### config.mk
export PLATFORM = sky130hd
export DESIGN_NAME = pipe_hazard_ctrl
export DESIGN_NICKNAME = d
export VERILOG_FILES = /design/src/rtl/hazard_pkg.sv /design/src/rtl/hazard_tracker.sv /design/src/rtl/pipe_hazard_ctrl.sv
export SDC_FILE = /design/constraint.sdc
export NUM_CORES = 1
export LEC_CHECK = 0
export BUFFER_PORTS_ARGS = -buffer_cell sky130_fd_sc_hd__buf_2
export CAP_MARGIN = 20
export CORE_ASPECT_RATIO = 1.25
export CORE_MARGIN = 1
export CORE_UTILIZATION = 47
export DETAILED_ROUTE_END_ITERATION = 7
export HOLD_SLACK_MARGIN = 0.12
export PLACE_DENSITY = 0.86
export SETUP_SLACK_MARGIN = 0.2
export SLEW_MARGIN = 25
export SYNTH_ARGS = -nofsm -noshare
export SYNTH_HDL_FRONTEND = slang
export SYNTH_HIERARCHICAL = 1
export SYNTH_SLANG_ARGS = --single-unit
### constraint.sdc
create_clock -name clk -period 4.1 [get_ports clk]
set_clock_uncertainty 0.2 [all_clocks]
set_input_delay 0.82 -clock clk [delete_from_list [all_inputs] [get_ports clk]]
set_output_delay 0.82 -clock clk [all_outputs]
set_load 0.02 [all_outputs]
### src/rtl/hazard_pkg.sv
// Shared constants for the microinstruction hazard controller: NOP encoding and field positions.
package hazard_pkg;

   localparam int unsigned NOP_W       = 33;
   localparam logic [NOP_W-1:0] NOP_MIR = 33'h008E3400;

   localparam int unsigned RD_W_BIT    = 5;
   localparam int unsigned WR_W_BIT    = 6;
   localparam int unsigned RD_REG_BIT  = 7;
   localparam int unsigned WR_REG_BIT  = 8;
   localparam int unsigned DST_LSB     = 12;
   localparam int unsigned SRC_B_LSB   = 18;
   localparam int unsigned SRC_A_LSB   = 26;

   localparam int unsigned FWD_SEL_W   = 3;
   localparam int unsigned CNT_W       = 16;

   // Forward-select code for tracker entry idx (0 is reserved for "no forward").
   function automatic logic [FWD_SEL_W-1:0] fwd_code(input int idx);
      return FWD_SEL_W'(idx + 1);
   endfunction

endpackage

### src/rtl/hazard_tracker.sv
// In-flight writer tracker: shift register of issued instructions and per-entry match vectors.
module hazard_tracker
   import hazard_pkg::*;
#(
   parameter int unsigned RADDR_W   = 6,
   parameter int unsigned STAGES    = 2,
   parameter int unsigned IGNORE_R0 = 1
) (
   input  logic               clk,
   input  logic               rst_n,
   input  logic               shift_en,
   input  logic               flush,
   input  logic               in_valid,
   input  logic               in_wr_reg,
   input  logic               in_wr_w,
   input  logic [RADDR_W-1:0] in_dst,
   input  logic [RADDR_W-1:0] src_a,
   input  logic [RADDR_W-1:0] src_b,
   output logic [STAGES-1:0]  match_a,
   output logic [STAGES-1:0]  match_b,
   output logic [STAGES-1:0]  match_w
);

   logic [STAGES-1:0]  valid;
   logic [STAGES-1:0]  wr_reg;
   logic [STAGES-1:0]  wr_w;
   logic [RADDR_W-1:0] dst [STAGES];

   // Entry 0 takes the issued instruction; older entries age by one slot per accepted cycle.
   always_ff @(posedge clk or negedge rst_n) begin
      if (!rst_n) begin
         valid  <= '0;
         wr_reg <= '0;
         wr_w   <= '0;
         for (int i = 0; i < int'(STAGES); i++) begin
            dst[i] <= '0;
         end
      end else if (flush) begin
         valid <= '0;
      end else if (shift_en) begin
         for (int i = 1; i < int'(STAGES); i++) begin
            valid[i]  <= valid[i-1];
            wr_reg[i] <= wr_reg[i-1];
            wr_w[i]   <= wr_w[i-1];
            dst[i]    <= dst[i-1];
         end
         valid[0]  <= in_valid;
         wr_reg[0] <= in_wr_reg;
         wr_w[0]   <= in_wr_w;
         dst[0]    <= in_dst;
      end
   end

   // Per-entry address and W-register conflicts against the operand-stage sources.
   always_comb begin
      match_a = '0;
      match_b = '0;
      match_w = '0;
      for (int i = 0; i < int'(STAGES); i++) begin
         match_a[i] = valid[i] && wr_reg[i] && (dst[i] == src_a)
                      && !((IGNORE_R0 != 0) && (dst[i] == '0));
         match_b[i] = valid[i] && wr_reg[i] && (dst[i] == src_b)
                      && !((IGNORE_R0 != 0) && (dst[i] == '0));
         match_w[i] = valid[i] && wr_w[i];
      end
   end

endmodule

### src/rtl/pipe_hazard_ctrl.sv
// Operand-stage hazard controller: stalls or forwards against in-flight writers, inserts NOP bubbles.
module pipe_hazard_ctrl
   import hazard_pkg::*;
#(
   parameter int unsigned MIR_W     = 33,
   parameter int unsigned RADDR_W   = 6,
   parameter int unsigned STAGES    = 2,
   parameter int unsigned FWD_EN    = 0,
   parameter int unsigned IGNORE_R0 = 1
) (
   input  logic                 clk,
   input  logic                 rst_n,
   input  logic [MIR_W-1:0]     mir_op,
   input  logic                 op_valid,
   input  logic                 ex_ready,
   input  logic                 flush,
   output logic [MIR_W-1:0]     uc_mir,
   output logic                 uc_enable,
   output logic [FWD_SEL_W-1:0] fwd_sel_a,
   output logic [FWD_SEL_W-1:0] fwd_sel_b,
   output logic [CNT_W-1:0]     hazard_cnt
);

   logic [RADDR_W-1:0] src_a;
   logic [RADDR_W-1:0] src_b;
   logic [RADDR_W-1:0] dst;
   logic               rd_reg;
   logic               rd_w;
   logic [STAGES-1:0]  match_a;
   logic [STAGES-1:0]  match_b;
   logic [STAGES-1:0]  match_w;
   logic               reg_conflict;
   logic               w_conflict;
   logic               hazard;
   logic               issue;
   logic               bubble;

   assign src_a  = mir_op[SRC_A_LSB +: RADDR_W];
   assign src_b  = mir_op[SRC_B_LSB +: RADDR_W];
   assign dst    = mir_op[DST_LSB +: RADDR_W];
   assign rd_reg = op_valid && mir_op[RD_REG_BIT];
   assign rd_w   = op_valid && mir_op[RD_W_BIT];

   hazard_tracker #(
      .RADDR_W   (RADDR_W),
      .STAGES    (STAGES),
      .IGNORE_R0 (IGNORE_R0)
   ) u_tracker (
      .clk       (clk),
      .rst_n     (rst_n),
      .shift_en  (ex_ready),
      .flush     (flush),
      .in_valid  (issue),
      .in_wr_reg (mir_op[WR_REG_BIT]),
      .in_wr_w   (mir_op[WR_W_BIT]),
      .in_dst    (dst),
      .src_a     (src_a),
      .src_b     (src_b),
      .match_a   (match_a),
      .match_b   (match_b),
      .match_w   (match_w)
   );

   // Stall condition: forwarding mode can only bypass from entries older than the youngest.
   always_comb begin
      reg_conflict = 1'b0;
      w_conflict   = 1'b0;
      if (FWD_EN != 0) begin
         reg_conflict = match_a[0] || match_b[0];
         w_conflict   = match_w[0];
      end else begin
         reg_conflict = (|match_a) || (|match_b);
         w_conflict   = |match_w;
      end
      hazard = rst_n && ((rd_reg && reg_conflict) || (rd_w && w_conflict));
   end

   // Forward source select: scanning oldest to youngest lets the lowest-index match win.
   always_comb begin
      fwd_sel_a = '0;
      fwd_sel_b = '0;
      if ((FWD_EN != 0) && rst_n && rd_reg) begin
         for (int i = int'(STAGES) - 1; i >= 1; i--) begin
            if (match_a[i]) fwd_sel_a = fwd_code(i);
            if (match_b[i]) fwd_sel_b = fwd_code(i);
         end
      end
   end

   // Issue decision: flush beats a stalled execute stage, which beats a hazard.
   always_comb begin
      uc_mir    = MIR_W'(NOP_MIR);
      uc_enable = 1'b0;
      issue     = 1'b0;
      bubble    = 1'b0;
      if (flush) begin
         uc_enable = 1'b1;
      end else if (!ex_ready) begin
         uc_enable = 1'b0;
      end else if (!op_valid) begin
         uc_enable = 1'b1;
      end else if (hazard) begin
         bubble = 1'b1;
      end else begin
         uc_mir    = mir_op;
         uc_enable = 1'b1;
         issue     = 1'b1;
      end
   end

   // Saturating count of inserted bubbles.
   always_ff @(posedge clk or negedge rst_n) begin
      if (!rst_n) begin
         hazard_cnt <= '0;
      end else if (bubble && (hazard_cnt != '1)) begin
         hazard_cnt <= hazard_cnt + CNT_W'(1);
      end
   end

endmodule
# Word-level counts from Yosys, hierarchy flattened
# Cells that the tools add are included.
# totals
reg_bits	34
inputBits	38
output_inout_bits	56
wordCells	57
# op_classes
addsub	1
n_eq_ne	5
muxes	15
bitwise	1
n_reduce_logical	29
# ops
cell	n
33-bit two-way mux	4
6-bit == test	4
1-bit logical AND	18
16-bit by 1-bit adder with 16-bit output, second input constant	1
16-bit inequality test, second input constant	1
6-bit zero test	2
1-bit two-way mux	9
2-bit OR reduction	3
2-bit two-way mux	2
1-bit zero test	2
1-bit logical OR	2
2-bit AND reduction	1
2-bit nonzero test	1
1-bit NOT	1

# Logic depth before layout (Yosys ltp)
# Gate-level depths: netlist (run 1).
# depth
ltp_word	13
mapped_depth	9
ltp_nobuf	8

# By module
# Netlist (run 1), hierarchy kept.
# by_module_without_submodules
mod	instances	cells_per_inst	area_per_inst_um2	seq_area_each_um2
pipe_hazard_ctrl	1	126	1109.8	400.4
hazard_tracker	1	114	1007.2	450.4

# Least setup slack after synthesis (run 1)
# OpenSTA, ideal clock, no wires.
# synth_timing
path_kind	register to output
startpoint	register u_tracker/dst[7] in the netlist's numbering
endpoint	output port uc_mir[22]
arrival_ns	2.379
required_time_ns	3.080
slack_ns	0.701
stages_incl_launch_ff	9
cell_sequence	dfrtp_1 > or4_1 > o311ai_2 > nor4_1 > nor4_1 > o21ai_0 > nor2_1 > clkbuf_1 > and2_1
# synth_between
elab_chain_len	12
elab_cells_between_ends	18
classes_between	2 x eq/ne; 4 x mux; 12 x reduce/logical
# synth_rtl
element	line	text
from (decl)	hazard_tracker.sv:27	logic [RADDR_W-1:0] dst [STAGES];
from (signal, indexed assignment)	hazard_tracker.sv:45	dst[i] <= dst[i-1];
6-bit == test or 6-bit zero test (tied branches)	hazard_tracker.sv:60, hazard_tracker.sv:61	
1-bit logical AND or 1-bit zero test (tied branches)	hazard_tracker.sv:60, hazard_tracker.sv:61	
1-bit logical AND (*)	hazard_tracker.sv:61	&& !((IGNORE_R0 != 0) && (dst[i] == '0));
via match_a[0]	pipe_hazard_ctrl.sv:29	logic [STAGES-1:0] match_a;
2-bit OR reduction (*)	pipe_hazard_ctrl.sv:72	reg_conflict = (|match_a) || (|match_b);
1-bit logical OR (*)	pipe_hazard_ctrl.sv:72	
1-bit logical AND (*)	pipe_hazard_ctrl.sv:75	hazard = rst_n && ((rd_reg && reg_conflict) || (rd_w && w_conflict));
1-bit logical OR (*)	pipe_hazard_ctrl.sv:75	
1-bit logical AND (*)	pipe_hazard_ctrl.sv:75	
33-bit two-way mux (*)	pipe_hazard_ctrl.sv:102	end else if (hazard) begin
33-bit two-way mux (*)	pipe_hazard_ctrl.sv:100	end else if (!op_valid) begin
33-bit two-way mux (*)	pipe_hazard_ctrl.sv:98	end else if (!ex_ready) begin
33-bit two-way mux (*)	pipe_hazard_ctrl.sv:96	if (flush) begin
to (decl)	pipe_hazard_ctrl.sv:17	output logic [MIR_W-1:0] uc_mir,
# Mark *: on every way through the listed nets, which the timed path passes. The rest lies on a longest branch.

# Worst setup path after layout (run 1)
# layout_timing
startpoint	register u_tracker/dst[1] in the netlist's numbering
endpoint	output port uc_mir[13]
# Same word-level chain as after synthesis.

==> summary.txt, run 1 <==
Status -> complete, no violations
Post-synth cell types -> 32
Clock Path Buffers -> 2
Ant diodes -> 0
Router iterations before antenna repair -> 4
CP startpoint kind -> flop
Post-layout min period -> 3.83 ns
Final setup violating endpoints -> 0
Area Growth Syn to Fin -> 33.6%
Global-route wire length before repair -> 8.28 mm
Final Hold Fails -> 0
Most frequent cells in the layout -> buf_2 (87), nand2_1 (58), dfrtp_1 (31)
Rows -> 26
Vias per cell -> 5.19
CTS tree -> yes
Min-delay worst type -> flop to flop
Die area -> 4780 um^2
Clk sinks -> 34
Max VDD drop -> 0.216 mV
Post-Layout Cell Count -> 396
Leakage -> 1.46 nW
Core area -> 4200 um^2
Cells after synthesis -> 240
Total grt overflow -> 0
Fmax -> 0.261 GHz
Initial Utilization -> 50.4%
Synth top area cells -> dfrtp_1 (40%), xnor2_1 (10%), nand2_1 (10%), and2_1 (8.9%), xor2_1 (5.0%)
Syn Std Cell Area -> 2120 um^2
HPWL after DPL -> 4.08 mm
Number of synthesis warnings -> 6
Leading cell type in the layout, fill and taps excluded -> buf_2
Max-capacitance violation count -> 0
Placed Instances -> 377
Finished Core Util -> 67.4%
Largest area contributor in the netlist -> dfrtp_1
Die height -> 77.0 um
Most used DFF post-synth -> dfrtp_1
Final period util -> 93.3%
DRT iter0 DRCs -> 85
DRC errors left -> 0
Worst-path fanout max -> 11
Pin count of the biggest net entering global routing -> 33
CTS clk-pin slew, worst paths -> 0.07 ns
Final TNS setup -> 0 ns
Setup CP Type -> flop to output pin
RSZ-0062 raised after global routing -> no
Vias in the first global route -> 1844
EDFF count, synth -> 0
Endpoint type of the worst setup path -> output pin
Vias -> 2056
Total chip power -> 0.831 mW
CTS Buf Count -> 5
Worst slew margin relative to its limit -> 56.4%
Critical path arrival -> 2.81 ns
Top cell type's share of synthesized area -> 40.2%
Measured slew at the worst slew-check pin -> 0.651 ns
Boundary Pins -> 94
Total length of routed wires -> 5.69 mm
Synth Register Bits -> 34
Clk_lat worst skew -> 0.29 ns
Biggest register -> hazard_cnt
Port bufs -> 87
Filler cells -> 355
Final ANT Viol Nets -> 0
Die width -> 62.0 um
Layout cells sized above 1 -> 37.6%
Initial antenna violation count -> 0
Syn Area/Cell -> 8.82 um^2
Power density over cell area -> 294 nW/um^2
Largest regs -> hazard_cnt (16), u_tracker/dst (12)
Routed length per placed instance -> 14.4 um
Max reg flops -> 16
GP Congestion -> 0.965
H-tree levels -> 2
Nets -> 378
Async S/R FF share, synth -> 100%
GRT Overall Usage -> 23.6%
Final Slew Violations -> 0
Clock Tree Root -> clkbuf_8
Sequential area share after synthesis -> 40.2%
Crit path required time -> 3.08 ns
[power by group]
group	internal [mW]	switching (mW)
Clock	0.135	0.125
Combinational	0.0830	0.0967
Sequential	0.359	0.0322
[synth_stat cells (all sizes together), types with 3 or more instances]
| master | count |
|---|---|
| nand2 | 58 |
| dfrtp | 34 |
| and2 | 30 |
| xnor2 | 25 |
| xor2 | 12 |
| nor2 | 10 |
| nand3 | 9 |
| nand4 | 9 |
| buf | 8 |
| clkbuf | 7 |
| or3 | 7 |
| nor4 | 6 |
| mux2 | 3 |
| or4 | 3 |
[kinds of logic (layout without fill, tap and decap cells)]
kind of cell               count (synthesis)  count (layout)  synth area share [%]
adders and majority gates                  1               1                 0.591
DFF                                       34              34                  40.2
other                                      1               6                 0.177
and+or+nand+nor                          140             141                  33.5
xor gates and xnor gates                  37              37                  15.3
muxes                                      5               5                  2.72
buffers and inverters                     16             110                  4.02
AOI/OAI and AO/OA                          6               6                  3.49
[through the flow]
| step | area, um^2 | setup slack, ns | hold WS (ns) |
|---|---|---|---|
| 2_1_floorplan | 2140 | 0.701 | 0.238 |
| 3_3_place_gp | 2590 | 0.178 | 0.251 |
| 3_5_place_dp | 2590 | 0.0653 | 0.255 |
| 4_1_cts | 2690 | 0.200 | 0.122 |
| 5_1_grt | 2830 | 0.187 | 0.312 |
| 6_report | 2830 | 0.273 | 0.295 |
[per-layer routing]
metal	up-vias	track usage [%]	wire length, um
met4	0	10.7	178
met3	18	5.73	436
met2	109	39.6	2810
met1	953	27.1	2260
li1	976	-	-
met5	-	0	0
[worst max-delay path, stage by stage (launching register included)]
cell      delay, ns
dfrtp_1        0.44
or4_1          0.55
o311ai_2       0.30
nor4_2         0.11
nor4_2         0.31
o21ai_2        0.17
buf_6          0.18
or3_1          0.30
buf_2          0.17
[path summary, 6_finish.rpt]
check                                  start                 to  slack [ns]  cells after the start
min                        u_tracker/wr_w[1]  u_tracker/wr_w[1]        0.30                      2
max in group asynchronous              rst_n   u_tracker/dst[7]        2.38                      3
min in group asynchronous              rst_n   u_tracker/dst[0]        0.69                      2
max reg2reg                 u_tracker/dst[1]     hazard_cnt[15]        1.12                     10
max                         u_tracker/dst[1]         uc_mir[13]        0.27                      8
min reg2reg                u_tracker/wr_w[1]  u_tracker/wr_w[1]        0.30                      2
[timing repair]
item,4_1_cts,5_1_grt
hold buffers,0,1
pin swaps,0,4
endpoints found under the setup margin,26,33
hold endpoints to repair,0,1
gates cloned,0,1
resized for setup,2,12
setup buffers,0,9
[cell type report]
class | instances | area [um^2] | area share (%)
inverter | 1 | 3.75 | 0.133
clock inverter | 2 | 12.5 | 0.442
tap | 56 | 70.1 | 2.48
clock buffer | 6 | 82.6 | 2.92
sequential | 34 | 855 | 30.2
multi-input combinational | 196 | 1260 | 44.5
timing repair buffer | 101 | 547 | 19.3
No activity file was read; power rests on OpenSTA's default activity.
==> run 2: changes to the inputs <==
ABC_AREA = 1   (was not set)
CORE_ASPECT_RATIO = not set   (was 1.25)
CORE_UTILIZATION = 50   (was 47)
PLACE_DENSITY = 0.87   (was 0.86)
==> run 2 against run 1 <==
First-iteration DRC count grew 47%. Worst hold slack better by 0.0045 ns. Register-to-register slack better by 0.65 ns. Utilization is 3.1 points lower. Clock power up 18%. Via count up 30%. Critical endpoint is now uc_mir[10]. Critical path type is now primary input to output pin. Largest cell class unchanged. Synthesized cell count is 69% higher. Final cell count up 41%. Die area rose by 13%. Highest routed layer unchanged.
==> summary.txt, run 2 <==
Status -> complete, no violations
Critical path's top delay family -> simple AND/OR/NAND/NOR gates
Area Growth Syn to Fin -> 21.2%
Critical path's most frequent cell -> nand2_1
Reg area -> 851 um^2 (-0.44%)
Final Slew Violations -> 0 (unchanged)
Async S/R FF share, synth -> 100% (unchanged)
Synth Area in Compound Gates -> 4.75% (+1.3 points)
Leading cell type in the layout, fill and taps excluded -> nand2_1
Fmax -> 0.288 GHz (+10%)
DRT iter0 DRCs -> 125 (+47%)
Largest family of logic cells by synthesized area -> simple AND/OR/NAND/NOR gates
CTS tree -> yes
Boundary Pins -> 94 (unchanged)
Die area -> 5390 um^2 (+13%)
Router iterations before antenna repair -> 4 (unchanged)
Post-synth cell types -> 30 (-6.3%)
Max reg flops -> 16 (unchanged)
CTS Buf Count -> 5 (unchanged)
Ant diodes -> 0 (unchanged)
Synth Area in Adders -> 0.490% (-0.10 points)
Max VDD drop -> 0.200 mV (-7.2%)
Measured slew at the worst slew-check pin -> 0.699 ns (+0.0483 ns)
Most frequent cells in the layout -> nand2_1 (114), buf_2 (87), nor2_1 (77)
Synth Register Bits -> 34 (unchanged)
Routed length per placed instance -> 11.6 um (-20%)
Total grt overflow -> 0 (unchanged)
RSZ-0062 raised after global routing -> no
Port bufs -> 87 (unchanged)
Leakage -> 1.88 nW (+29%)
Vias -> 2670 (+30%)
Core area -> 4820 um^2 (+15%)
HPWL after DPL -> 4.91 mm (+20%)
Rows -> 25 (-3.8%)
Nets -> 531 (+40%)
CP max-delay cell -> or2_2
Clock Tree Root -> clkbuf_8
EDFF count, synth -> 0 (unchanged)
Final instance area -> 3090 um^2 (+9.4%)
Min-delay worst type -> flop to flop
H-tree levels -> 2 (unchanged)
CP max stage delay -> 0.32 ns (-0.23 ns)
Clk sinks -> 34 (unchanged)
Top cell type's share of synthesized area -> 33.3% (-6.9 points)
Number of synthesis warnings -> 6 (unchanged)
Final period util -> 84.8% (-8.5 points)
Clk_lat worst skew -> 0.29 ns (about the same)
Post-synthesis simple-gate area fraction -> 40.9% (+7.4 points)
Filler cells -> 469 (+32%)
DP Area -> 2990 um^2 (+15%)
Post-layout min period -> 3.48 ns (-0.350 ns)
Worst slew margin relative to its limit -> 53.2% (-3.2 points)
Fraction of synthesized area in multiplexers -> 0% (-2.7 points)
DRC errors left -> 0 (unchanged)
Layout cells sized above 1 -> 24.3% (-13 points)
Die width -> 73.5 um (+18%)
Most used DFF post-synth -> dfrtp_1
CP startpoint kind -> primary input
Sequential area share after synthesis -> 33.3% (-6.9 points)
Pin count of the biggest net entering global routing -> 35 (+6.1%)
Critical path arrival -> 2.46 ns (-0.35 ns)
Cells after synthesis -> 405 (+69%)
Total length of routed wires -> 6.47 mm (+14%)
Vias in the first global route -> 2298 (+25%)
Syn Area/Cell -> 6.30 um^2 (-29%)
Final setup violating endpoints -> 0 (unchanged)
Endpoint type of the worst setup path -> output pin
Initial Utilization -> 53.0% (+2.5 points)
Syn Std Cell Area -> 2550 um^2 (+21%)
Largest regs -> hazard_cnt (16), u_tracker/dst (12)
GRT Overall Usage -> 24.6% (+1.0 points)
Setup CP Type -> primary input to output pin
Global-route wire length before repair -> 10.2 mm (+24%)
Finished Core Util -> 64.2% (-3.1 points)
Synth Area in XOR/XNOR -> 4.80% (-11 points)
Hold buffer count at cts -> 0 (unchanged)
Largest area contributor in the netlist -> dfrtp_1
Crit path buf inv count -> 4 (+2)
Final ANT Viol Nets -> 0 (unchanged)
Worst-path fanout max -> 34 (+23)
Clock Path Buffers -> 2 (unchanged)
Initial antenna violation count -> 0 (unchanged)
Final TNS setup -> 0 ns (unchanged)
Synth top area cells -> dfrtp_1 (33%), nand2_1 (17%), nor2_1 (11%), inv_1 (9.4%), nand3_1 (5.9%)
CTS clk-pin slew, worst paths -> 0.07 ns (about the same)
Most frequent cell after synthesis -> nand2_1
Final Hold Fails -> 0 (unchanged)
GP Congestion -> 0.841 (-13%)
Postcts setup bufs -> 0 (unchanged)
Crit path required time -> 3.08 ns (about the same)
Multi-input logic area -> 1320 um^2 (+5.2%)
Top post-synthesis cells by count -> nand2_1 (114), nor2_1 (77), inv_1 (64), dfrtp_1 (34), nand3_1 (30)
CP cell instances -> buf_2 -> inv_1 -> nand2_1 -> nand2_1 -> nor2_1 -> nand3_1 -> nor2_1 -> nor2_1 -> nand2_1 -> nand2_1 -> nand2_1 -> nand2_2 -> nand3_1 -> buf_4 -> or2_2 -> buf_2
Vias per cell -> 4.77 (-8.2%)
Power density over cell area -> 281 nW/um^2 (-4.4%)
Biggest register -> hazard_cnt
Post-CTS sizing -> 0 (-2)
Die height -> 73.5 um (-4.7%)
Max-capacitance violation count -> 0 (unchanged)
## run 2: changes by cell type after synthesis, sizes merged, moves of 7 or more
cell / delta
nor2: +69
o21ai: +12
or3: -7
and2: -30
a21oi: +10
inv: +70
or2: +7
nand2: +58
xnor2: -14
xor2: -9
nand3: +23
## run 2: stage by stage
stage	setup slack, ns	std cells	total power, mW	hold slack (ns)
after floorplan	0.990	410	0.507	0.253
after global placement	0.656	552	0.563	0.267
after detailed placement	0.633	552	0.567	0.275
after CTS	0.621	560	0.873	0.298
after global routing	0.421	560	0.914	0.311
final	0.623	560	0.869	0.300
## run 2: final cells by class
type | instances | area share, %
multi-input cells | 289 | 42.7
flip-flops and latches | 34 | 27.5
repair buffers | 90 | 14.8
inverters | 72 | 8.73
well taps | 67 | 2.71
clock buffers | 5 | 2.22
clock inverters | 3 | 1.29
## run 2: final timing paths
check	start	cells past startpoint	slack (ns)	end
max	mir_op[18]	16	0.62	uc_mir[10]
min	u_tracker/wr_reg[1]	2	0.30	u_tracker/wr_reg[1]
max reg2reg	u_tracker/dst[3]	14	1.77	hazard_cnt[10]
min reg2reg	u_tracker/wr_reg[1]	2	0.30	u_tracker/wr_reg[1]
max in group asynchronous	rst_n	2	3.00	u_tracker/wr_w[0]
min in group asynchronous	rst_n	2	0.38	hazard_cnt[15]
## run 2: cell families (layout without fill, tap and decap cells)
| family | after synthesis | after routing |
|---|---|---|
| and+or+nand+nor | 244 | 244 |
| buffers and inverters | 87 | 170 |
| DFF | 34 | 34 |
| AOI/OAI and AO/OA | 24 | 24 |
| xor gates and xnor gates | 14 | 14 |
| adders and majority gates | 1 | 1 |
| other | 1 | 6 |
## run 2: tightest hold or removal path: cells and delay by family (launching register included)
kind               cells  cell delay (ns)
AOI/OAI and AO/OA      1             0.06
DFF                    1             0.35
and+or+nand+nor        1             0.05
## run 2: layer usage
metal,vias up,track usage (%),wire length (um)
met1,1206,32.0,2840
met4,0,8.12,106
met5,-,0,0
met2,74,41.4,3200
li1,1378,-,-
met3,12,4.53,327
## run 2: where the power goes
| group | leakage [nW] | internal, mW | switching (mW) | total (mW) |
|---|---|---|---|---|
| Combinational | 1.39 | 0.0650 | 0.107 | 0.172 |
| Sequential | 0.434 | 0.359 | 0.0306 | 0.390 |
| Clock | 0.0579 | 0.179 | 0.129 | 0.308 |
| Total | 1.88 | 0.603 | 0.266 | 0.869 |
==> run 3: changes to the inputs <==
clock period = 3.3 ns   (was 4.1 ns; I/O delays follow)
==> run 3 against run 2 <==
Via count rose by 4.4%. Sequential power rose by 26%. Register-to-register slack got worse by 0.85 ns. Wire length rose by 9.9%. Total power rose by 19%. Combinational power rose by 52%. Die area did not move. Final cell count rose by 1.6%. Global-route usage barely moved. Design area rose by 8.4%. Sequential share of layout area fell by 1.9 points. Sequential cell count did not move. Highest routed layer unchanged.
==> summary.txt, run 3 (synthesized netlist as in run 2, its figures left out) <==
Critical path arrival -> 2.25 ns (-0.21 ns)
Status -> complete, no violations
Core area -> 4820 um^2 (unchanged)
Router iterations before antenna repair -> 5 (+1)
DRC errors left -> 0 (unchanged)
Ant diodes -> 0 (unchanged)
Max-capacitance violation count -> 0 (unchanged)
Rows -> 25 (unchanged)
Global-route wire length before repair -> 10.2 mm (-0.74%)
Total length of routed wires -> 7.11 mm (+9.9%)
Final TNS setup -> 0 ns (unchanged)
Final Slew Violations -> 0 (unchanged)
Port bufs -> 87 (unchanged)
Final setup violating endpoints -> 0 (unchanged)
Clock Tree Root -> clkbuf_8
Fmax -> 0.321 GHz
Vias per cell -> 4.90 (+2.7%)
Initial antenna violation count -> 0 (unchanged)
Pin count of the biggest net entering global routing -> 35 (unchanged)
Post-layout min period -> 3.11 ns
Final period util -> 94.4%
GP Congestion -> 0.901 (+7.2%)
HPWL after DPL -> 4.80 mm (-2.2%)
GRT Overall Usage -> 24.6% (-0.044 points)
Final ANT Viol Nets -> 0 (unchanged)
Power density over cell area -> 309 nW/um^2 (+10%)
Leakage -> 1.96 nW (+4.2%)
Most frequent cells in the layout -> nand2_1 (114), nor2_1 (64), inv_1 (62), buf_2 (62), dfrtp_1 (28)
Die height -> 73.5 um (unchanged)
Setup CP Type -> primary input to output pin
Nets -> 541 (+1.9%)
Hold buffer count at cts -> 0 (unchanged)
Endpoint type of the worst setup path -> output pin
DP Area -> 3010 um^2 (+0.67%)
Fin Hold WS -> 0.228 ns (-0.0717 ns)
Total chip power -> 1.04 mW (+19%)
Clock Path Buffers -> 2 (unchanged)
Clk sinks -> 34 (unchanged)
Vias -> 2787 (+4.4%)
Die area -> 5390 um^2 (unchanged)
Initial Utilization -> 53.0% (unchanged)
Filler cells -> 414 (-12%)
Area Growth Syn to Fin -> 31.4%
Pre-CTS setup slack -> 0.208 ns (-0.425 ns)
Max reg flops -> 16 (unchanged)
Min-delay worst type -> primary input to asynchronous set/reset pin
Layout cells sized above 1 -> 30.5% (+6.1 points)
Clk_lat worst skew -> 0.28 ns (about the same)
Final instance area -> 3350 um^2 (+8.4%)
Crit path required time -> 2.44 ns (-0.64 ns)
Leading cell type in the layout, fill and taps excluded -> nand2_1
Boundary Pins -> 94 (unchanged)
Largest regs -> hazard_cnt (16), u_tracker/dst (12)
Biggest register -> hazard_cnt
Routed length per placed instance -> 12.5 um (+8.2%)
H-tree levels -> 2 (unchanged)
Setup ws final -> 0.186 ns (-0.437 ns)
CTS Buf Count -> 5 (unchanged)
CP startpoint kind -> primary input
Final Hold Fails -> 0 (unchanged)
Max VDD drop -> 0.212 mV (+5.6%)
Worst-path fanout max -> 9 (-74%)
RSZ-0062 raised after global routing -> yes
DRT iter0 DRCs -> 220 (+76%)
FF-to-FF path depth -> 14 (unchanged)
CTS clk-pin slew, worst paths -> 0.07 ns (about the same)
Total grt overflow -> 0 (unchanged)
Die width -> 73.5 um (unchanged)
Vias in the first global route -> 2252 (-2.0%)
CTS tree -> yes
## run 3: per-layer routing
metal | GRT usage, % | part of all wire, % | vias up
met3 | 5.21 | 5.5 | 10
met4 | 7.26 | 1.1 | 0
met2 | 38.4 | 50 | 106
met5 | 0 | 0 | -
met1 | 34.3 | 44 | 1268
li1 | - | - | 1403
## run 3: path summary, 6_finish.rpt
check                                  start                end  slack, ns
setup / recovery                  mir_op[18]          uc_mir[1]       0.19
hold / removal                         rst_n      hazard_cnt[9]       0.23
setup reg to reg            u_tracker/dst[0]      hazard_cnt[4]       0.92
hold reg to reg            u_tracker/wr_w[1]  u_tracker/wr_w[1]       0.29
max in group asynchronous              rst_n   u_tracker/dst[7]       2.33
min in group clk           u_tracker/wr_w[1]  u_tracker/wr_w[1]       0.29
## run 3: repair_timing
| item | CTS | global route |
|---|---|---|
| endpoints found under the setup margin | 1 | 32 |
| buffers inserted | 0 | 8 |
| gates cloned | 1 | 0 |
| endpoints found under the hold margin | 0 | 0 |
| gates resized for setup | 1 | 63 |
| pin swaps | 0 | 9 |
## run 3: metrics by stage
step | utilization [%] | std cells
finish | 69.6 | 569
global route | 69.6 | 569
CTS | 64.8 | 561
detailed placement | 62.4 | 553
global placement | 62.4 | 553
floorplan | - | 410
## run 3: final cells by class
cell class	instances	area (um^2)	area share (%)
Tap cell	67	83.8	2.50
Inverter	72	270	8.06
Multi-Input combinational cell	289	1400	41.6
Timing Repair Buffer	100	671	20.0
Sequential cell	34	858	25.6
Clock buffer	7	76.3	2.28
## run 3: critical path: stages
cell     delay (ns)
buf_2          0.12
inv_1          0.08
o21ai_0        0.19
inv_1          0.06
nand3_1        0.06
nor2_1         0.05
nor2_1         0.08
nand2_1        0.06
nand2_1        0.05
nand2_1        0.05
nand2_2        0.09
nand3_4        0.09
buf_12         0.15
buf_6          0.13
nor2_1         0.13
buf_4          0.18
## run 3: power breakdown
group	switching, mW	total [mW]	leakage (nW)	internal (mW)
clock	0.140	0.285	0.0383	0.145
sequential	0.0419	0.491	0.428	0.449
combinational	0.152	0.262	1.49	0.110
total	0.333	1.04	1.96	0.704
